$ cat src/rtl/mem_stage.sv
// mem_stage: registers the ALU result and flags, performs at most one
// data-memory access per load/store over a req/gnt/rvalid interface, and
// hands the writeback payload on through a valid/ready handshake.
module mem_stage #(
  parameter int DATA_W = 64,
  parameter int REG_W  = 5
) (
  input  logic              clk,
  input  logic              rst,
  input  logic              flush,
  input  logic              in_valid,
  output logic              in_ready,
  input  logic [DATA_W-1:0] alu_result,
  input  logic [DATA_W-1:0] store_data,
  input  logic [3:0]        flags_in,
  input  logic              set_flags,
  input  logic [1:0]        mem_op,
  input  logic [REG_W-1:0]  dest_in,
  input  logic              wb_en_in,
  output logic              out_valid,
  input  logic              out_ready,
  output logic [DATA_W-1:0] wb_data,
  output logic [REG_W-1:0]  wb_dest,
  output logic              wb_en,
  output logic [3:0]        flags_out,
  output logic              dmem_req,
  output logic              dmem_we,
  output logic [DATA_W-1:0] dmem_addr,
  output logic [DATA_W-1:0] dmem_wdata,
  input  logic              dmem_gnt,
  input  logic              dmem_rvalid,
  input  logic [DATA_W-1:0] dmem_rdata
);

  typedef enum logic [1:0] {
    IDLE  = 2'd0,
    REQ   = 2'd1,
    WAIT  = 2'd2,
    DRAIN = 2'd3
  } state_t;

  state_t              state_q, state_d;
  logic                out_valid_q, out_valid_d;
  logic [DATA_W-1:0]   wb_data_q, wb_data_d;
  logic [REG_W-1:0]    wb_dest_q, wb_dest_d;
  logic                wb_en_q, wb_en_d;
  logic [3:0]          flags_q, flags_d;
  logic [DATA_W-1:0]   addr_q, addr_d;
  logic [DATA_W-1:0]   wdata_q, wdata_d;
  logic                is_store_q, is_store_d;
  logic [REG_W-1:0]    pend_dest_q, pend_dest_d;
  logic                pend_wb_en_q, pend_wb_en_d;
  logic                accept;
  logic                is_mem_op;

  // New work is taken only when idle and the output slot is free or draining.
  assign in_ready  = !rst && !flush && (state_q == IDLE) && (!out_valid_q || out_ready);
  assign accept    = in_valid && in_ready;
  assign is_mem_op = (mem_op == 2'b01) || (mem_op == 2'b10);

  assign out_valid  = out_valid_q;
  assign wb_data    = wb_data_q;
  assign wb_dest    = wb_dest_q;
  assign wb_en      = wb_en_q;
  assign flags_out  = flags_q;
  assign dmem_req   = (state_q == REQ);
  assign dmem_we    = (state_q == REQ) && is_store_q;
  assign dmem_addr  = addr_q;
  assign dmem_wdata = wdata_q;

  // Next-state, capture and writeback payload selection.
  always_comb begin
    state_d      = state_q;
    out_valid_d  = out_valid_q;
    wb_data_d    = wb_data_q;
    wb_dest_d    = wb_dest_q;
    wb_en_d      = wb_en_q;
    flags_d      = flags_q;
    addr_d       = addr_q;
    wdata_d      = wdata_q;
    is_store_d   = is_store_q;
    pend_dest_d  = pend_dest_q;
    pend_wb_en_d = pend_wb_en_q;

    if (out_valid_q && out_ready) begin
      out_valid_d = 1'b0;
      wb_data_d   = '0;
      wb_dest_d   = '0;
      wb_en_d     = 1'b0;
    end

    case (state_q)
      IDLE: begin
        if (accept) begin
          addr_d       = alu_result;
          wdata_d      = store_data;
          is_store_d   = (mem_op == 2'b10);
          pend_dest_d  = dest_in;
          pend_wb_en_d = wb_en_in;
          if (set_flags) begin
            flags_d = flags_in;
          end
          if (is_mem_op) begin
            state_d = REQ;
          end else begin
            out_valid_d = 1'b1;
            wb_data_d   = alu_result;
            wb_dest_d   = dest_in;
            wb_en_d     = wb_en_in;
          end
        end
      end
      REQ: begin
        if (dmem_gnt) begin
          if (is_store_q) begin
            state_d = IDLE;
            if (!flush) begin
              out_valid_d = 1'b1;
              wb_data_d   = addr_q;
              wb_dest_d   = pend_dest_q;
              wb_en_d     = 1'b0;
            end
          end else begin
            state_d = flush ? DRAIN : WAIT;
          end
        end else if (flush) begin
          state_d = IDLE;
        end
      end
      WAIT: begin
        if (dmem_rvalid) begin
          state_d = IDLE;
          if (!flush) begin
            out_valid_d = 1'b1;
            wb_data_d   = dmem_rdata;
            wb_dest_d   = pend_dest_q;
            wb_en_d     = pend_wb_en_q;
          end
        end else if (flush) begin
          state_d = DRAIN;
        end
      end
      DRAIN: begin
        if (dmem_rvalid) begin
          state_d = IDLE;
        end
      end
      default: state_d = IDLE;
    endcase

    if (flush) begin
      out_valid_d = 1'b0;
    end
  end

  // State and payload registers with synchronous reset.
  always_ff @(posedge clk) begin
    if (rst) begin
      state_q      <= IDLE;
      out_valid_q  <= 1'b0;
      wb_data_q    <= '0;
      wb_dest_q    <= '0;
      wb_en_q      <= 1'b0;
      flags_q      <= '0;
      addr_q       <= '0;
      wdata_q      <= '0;
      is_store_q   <= 1'b0;
      pend_dest_q  <= '0;
      pend_wb_en_q <= 1'b0;
    end else begin
      state_q      <= state_d;
      out_valid_q  <= out_valid_d;
      wb_data_q    <= wb_data_d;
      wb_dest_q    <= wb_dest_d;
      wb_en_q      <= wb_en_d;
      flags_q      <= flags_d;
      addr_q       <= addr_d;
      wdata_q      <= wdata_d;
      is_store_q   <= is_store_d;
      pend_dest_q  <= pend_dest_d;
      pend_wb_en_q <= pend_wb_en_d;
    end
  end

endmodule

$ cat config.mk
export PLATFORM = sky130hd
export DESIGN_NAME = mem_stage
export DESIGN_NICKNAME = d
export VERILOG_FILES = /design/src/rtl/mem_stage.sv
export SDC_FILE = /design/constraint.sdc
export NUM_CORES = 1
export LEC_CHECK = 0
export ABC_CLOCK_PERIOD_IN_PS = 3800
export CAP_MARGIN = 20
export CORE_AREA = 2 2 162 164
export CTS_BUF_LIST = sky130_fd_sc_hd__clkbuf_8
export DETAILED_ROUTE_END_ITERATION = 10
export DIE_AREA = 0 0 164 166
export GPL_ROUTABILITY_DRIVEN = 0
export PLACE_DENSITY = 0.67
export SYNTH_ARGS = -nofsm -noshare
export SYNTH_HDL_FRONTEND = slang
export SYNTH_SLANG_ARGS = --single-unit
$ cat constraint.sdc
create_clock -name clk -period 3.8 [get_ports clk]
set_clock_uncertainty 0.05 [all_clocks]
set_input_delay 0.95 -clock clk [delete_from_list [all_inputs] [get_ports clk]]
set_output_delay 0.95 -clock clk [all_outputs]
set_load 0.005 [all_outputs]
==> results.ini <==
[floorplan]
ios=418
start_util=0.320
placementRows=59
dieArea_um2=27200
die-width_um=164
coreArea_um2=25600
die_h_um=166

[drt]
firstDrtPassIters=6
drc=0
drt-initial-drc-count=955
dr_total_vias=8847
antenna_left=0
via_per_inst=5.17
wire_per_inst_um=18.0
wl_um=30800

[clock_tree]
cts_root_buf=clkbuf_8
cts_setup_buffers=0
holdBufCountCts=0
clockBufferDepth=3
cts_buffers=39
cts_tree=built
clk_latency_ns=0.53
ctsResizeCount=0
path_clk_slew_ns=0.06
htree_num_levels=2
clock-sinks=212

[setup_path]
r2r-start=state_q[0]
end_kind=output pin
rr_worst_depth=5
cp.required_ns=2.80
crit_path_start_kind=input port
reg2reg_to=wb_data[22]
arrival_ns=2.45
cp_max_fo=7
critPathKind=input port to output pin
rrSetupSlack_ns=1.66

[power]
power.static_leakage_nw=4.45
p_total_w=0.00506
peakVddDrop_mv=0.310
p_per_area_nw_per_um2=384

[min_path]
min_to=dmem_wdata[25]
min_from=dmem_wdata[25]
hp-class=flop to flop
whs_path_depth=2

[yosys]
ys_warn_count=0
avgSynthCellArea_um2=8.43
synth_top_cell_area_share=0.518
syn_nets=1184
synth_cells=971
synth_area_leaders=dfxtp_1, a21oi_1, nand2_1
ys_seq_area_frac=0.518
ys_seq_elements=212
syn_area_um2=8190
ys_types=37
yosysTopAreaCell=dfxtp_1

[finish]
drive_gt1_frac=0.0566
seq_area_um2=4240
multi_input_area_um2=3420
diodes=0
stdcell_count=1712
syn_to_final_growth_pct=61.0
nFillCells=2432
finalNetCount=1564

[global_route]
grt_max_degree=213
antenna_found_initial=0
track_usage=0.212
grt_pass1_vias=8482
grt_pass1_wl_um=46800
grt_overflow_total=0

[flow_run]
drv_cap=0

[timing]
tns_ns=0
setup_viol=0
max_freq_mhz=290
period_needed_ns=3.45
finalHoldViolCount=0
period_share=0.908
worst_slew_pin_slew_ns=0.980
slew_headroom=0.347
grt_setup_unrepaired=false
slew_violations=0

[place]
hpwlAfterDp_um=19700
placed_cells=1645
io_buffers=417

[status]
status=complete, no violations

worst max-delay path: stages:
cell and delay [ns]:
clkdlybuf4s50_1 0.52, nand2b_1 0.28, and3_1 0.20, clkdlybuf4s50_1 0.50
area by class of cell:
cell class / instances / area share
multi-input combinational: 662 / 0.260
clock inverter: 19 / 0.00626
clock buffer: 48 / 0.0501
timing repair buffer: 432 / 0.329
sequential: 212 / 0.322
inverter: 4 / 0.00114
tap: 335 / 0.0318
logic make-up after synthesis:
kind of cell             count (synthesis)  share of synthesized area
AO/OA/AOI/OAI                          292                      0.223
adder cells (fa/ha/maj)                  1                    0.00153
buffers and inverters                   97                     0.0653
flip-flops                             212                      0.518
AND/OR/NAND/NOR                        369                      0.191
synth_stat cells (all sizes together):
library cell	instances
dfxtp	212
clkbuf	39
nand2	270
nor3	2
and2b	1
nand3b	2
and2	1
nor2b	1
a221oi	1
nand4	1
nand4b	1
nand3	76
nor3b	1
a22oi	6
o21a	1
a222oi	64
inv	4
and4bb	2
and4	1
nand2b	1
buf	54
a21oi	212
a41oi	1
or2	1
ha	1
and3	2
a31oi	1
and4b	1
o21ai	5
nor2	5
o2bb2ai	1
through the flow:
stage / setup slack (ns) / util / hold slack [ns] / instance area (um2)
after CTS: 0.362 / 0.515 / 0.403 / 13200
final: 0.351 / 0.515 / 0.401 / 13200
after detailed placement: 0.369 / 0.486 / 0.396 / 12400
after global placement: 0.368 / 0.486 / 0.390 / 12400
after global routing: 0.295 / 0.515 / 0.417 / 13200
after floorplan: 1.26 / - / 0.386 / 8190
how the worst max path moves through the flow:
stage	slack [ns]	start	endpoint
CTS	0.36	out_ready	in_ready
global placement	0.37	out_ready	in_ready
detailed placement	0.37	out_ready	in_ready
floorplan	1.26	mem_op[0]	wb_data[59]
finish	0.35	out_ready	in_ready
global route	0.30	out_ready	in_ready
layer usage:
| metal | GRT usage | wire length (um) | vias to the layer above |
|---|---|---|---|
| met4 | 0.0633 | 709 | 0 |
| met5 | 0 | 0 | - |
| met1 | 0.252 | 12000 | 4131 |
| met3 | 0.0739 | 3270 | 53 |
| li1 | - | - | 4208 |
| met2 | 0.357 | 14800 | 455 |
placed cells by master (no fill, tap or decap), types with 2 or more instances in the layout:
master / Yosys / routed
nand3b_1: 2 / 2
a22oi_1: 6 / 6
nand3_2: 1 / 2
a222oi_1: 64 / 64
nor2_1: 3 / 3
o21ai_0: 5 / 5
buf_12: 0 / 4
nand3_1: 75 / 74
clkdlybuf4s50_1: 0 / 416
dfxtp_1: 212 / 212
nand2_1: 270 / 270
buf_4: 4 / 11
clkbuf_8: 0 / 48
a21oi_1: 212 / 212
nor3_1: 2 / 2
clkinvlp_4: 0 / 3
inv_1: 4 / 20
power breakdown:
part	internal, W	leakage (nW)	switching [W]
logic	0.000381	2.30	0.000257
registers	0.00230	1.72	0.0000465
clock network	0.00113	0.431	0.000949
total	0.00381	4.45	0.00125
registers in the layout, indices dropped and copies added, names as in the netlist:
register      flops
pend_dest_q       5
wb_en             1
wb_data          64
flags_out         4
out_valid         1
is_store_q        1
pend_wb_en_q      1
dmem_addr        64
wb_dest           5
dmem_wdata       64
state_q           2
No activity file was read; power rests on OpenSTA's default activity.
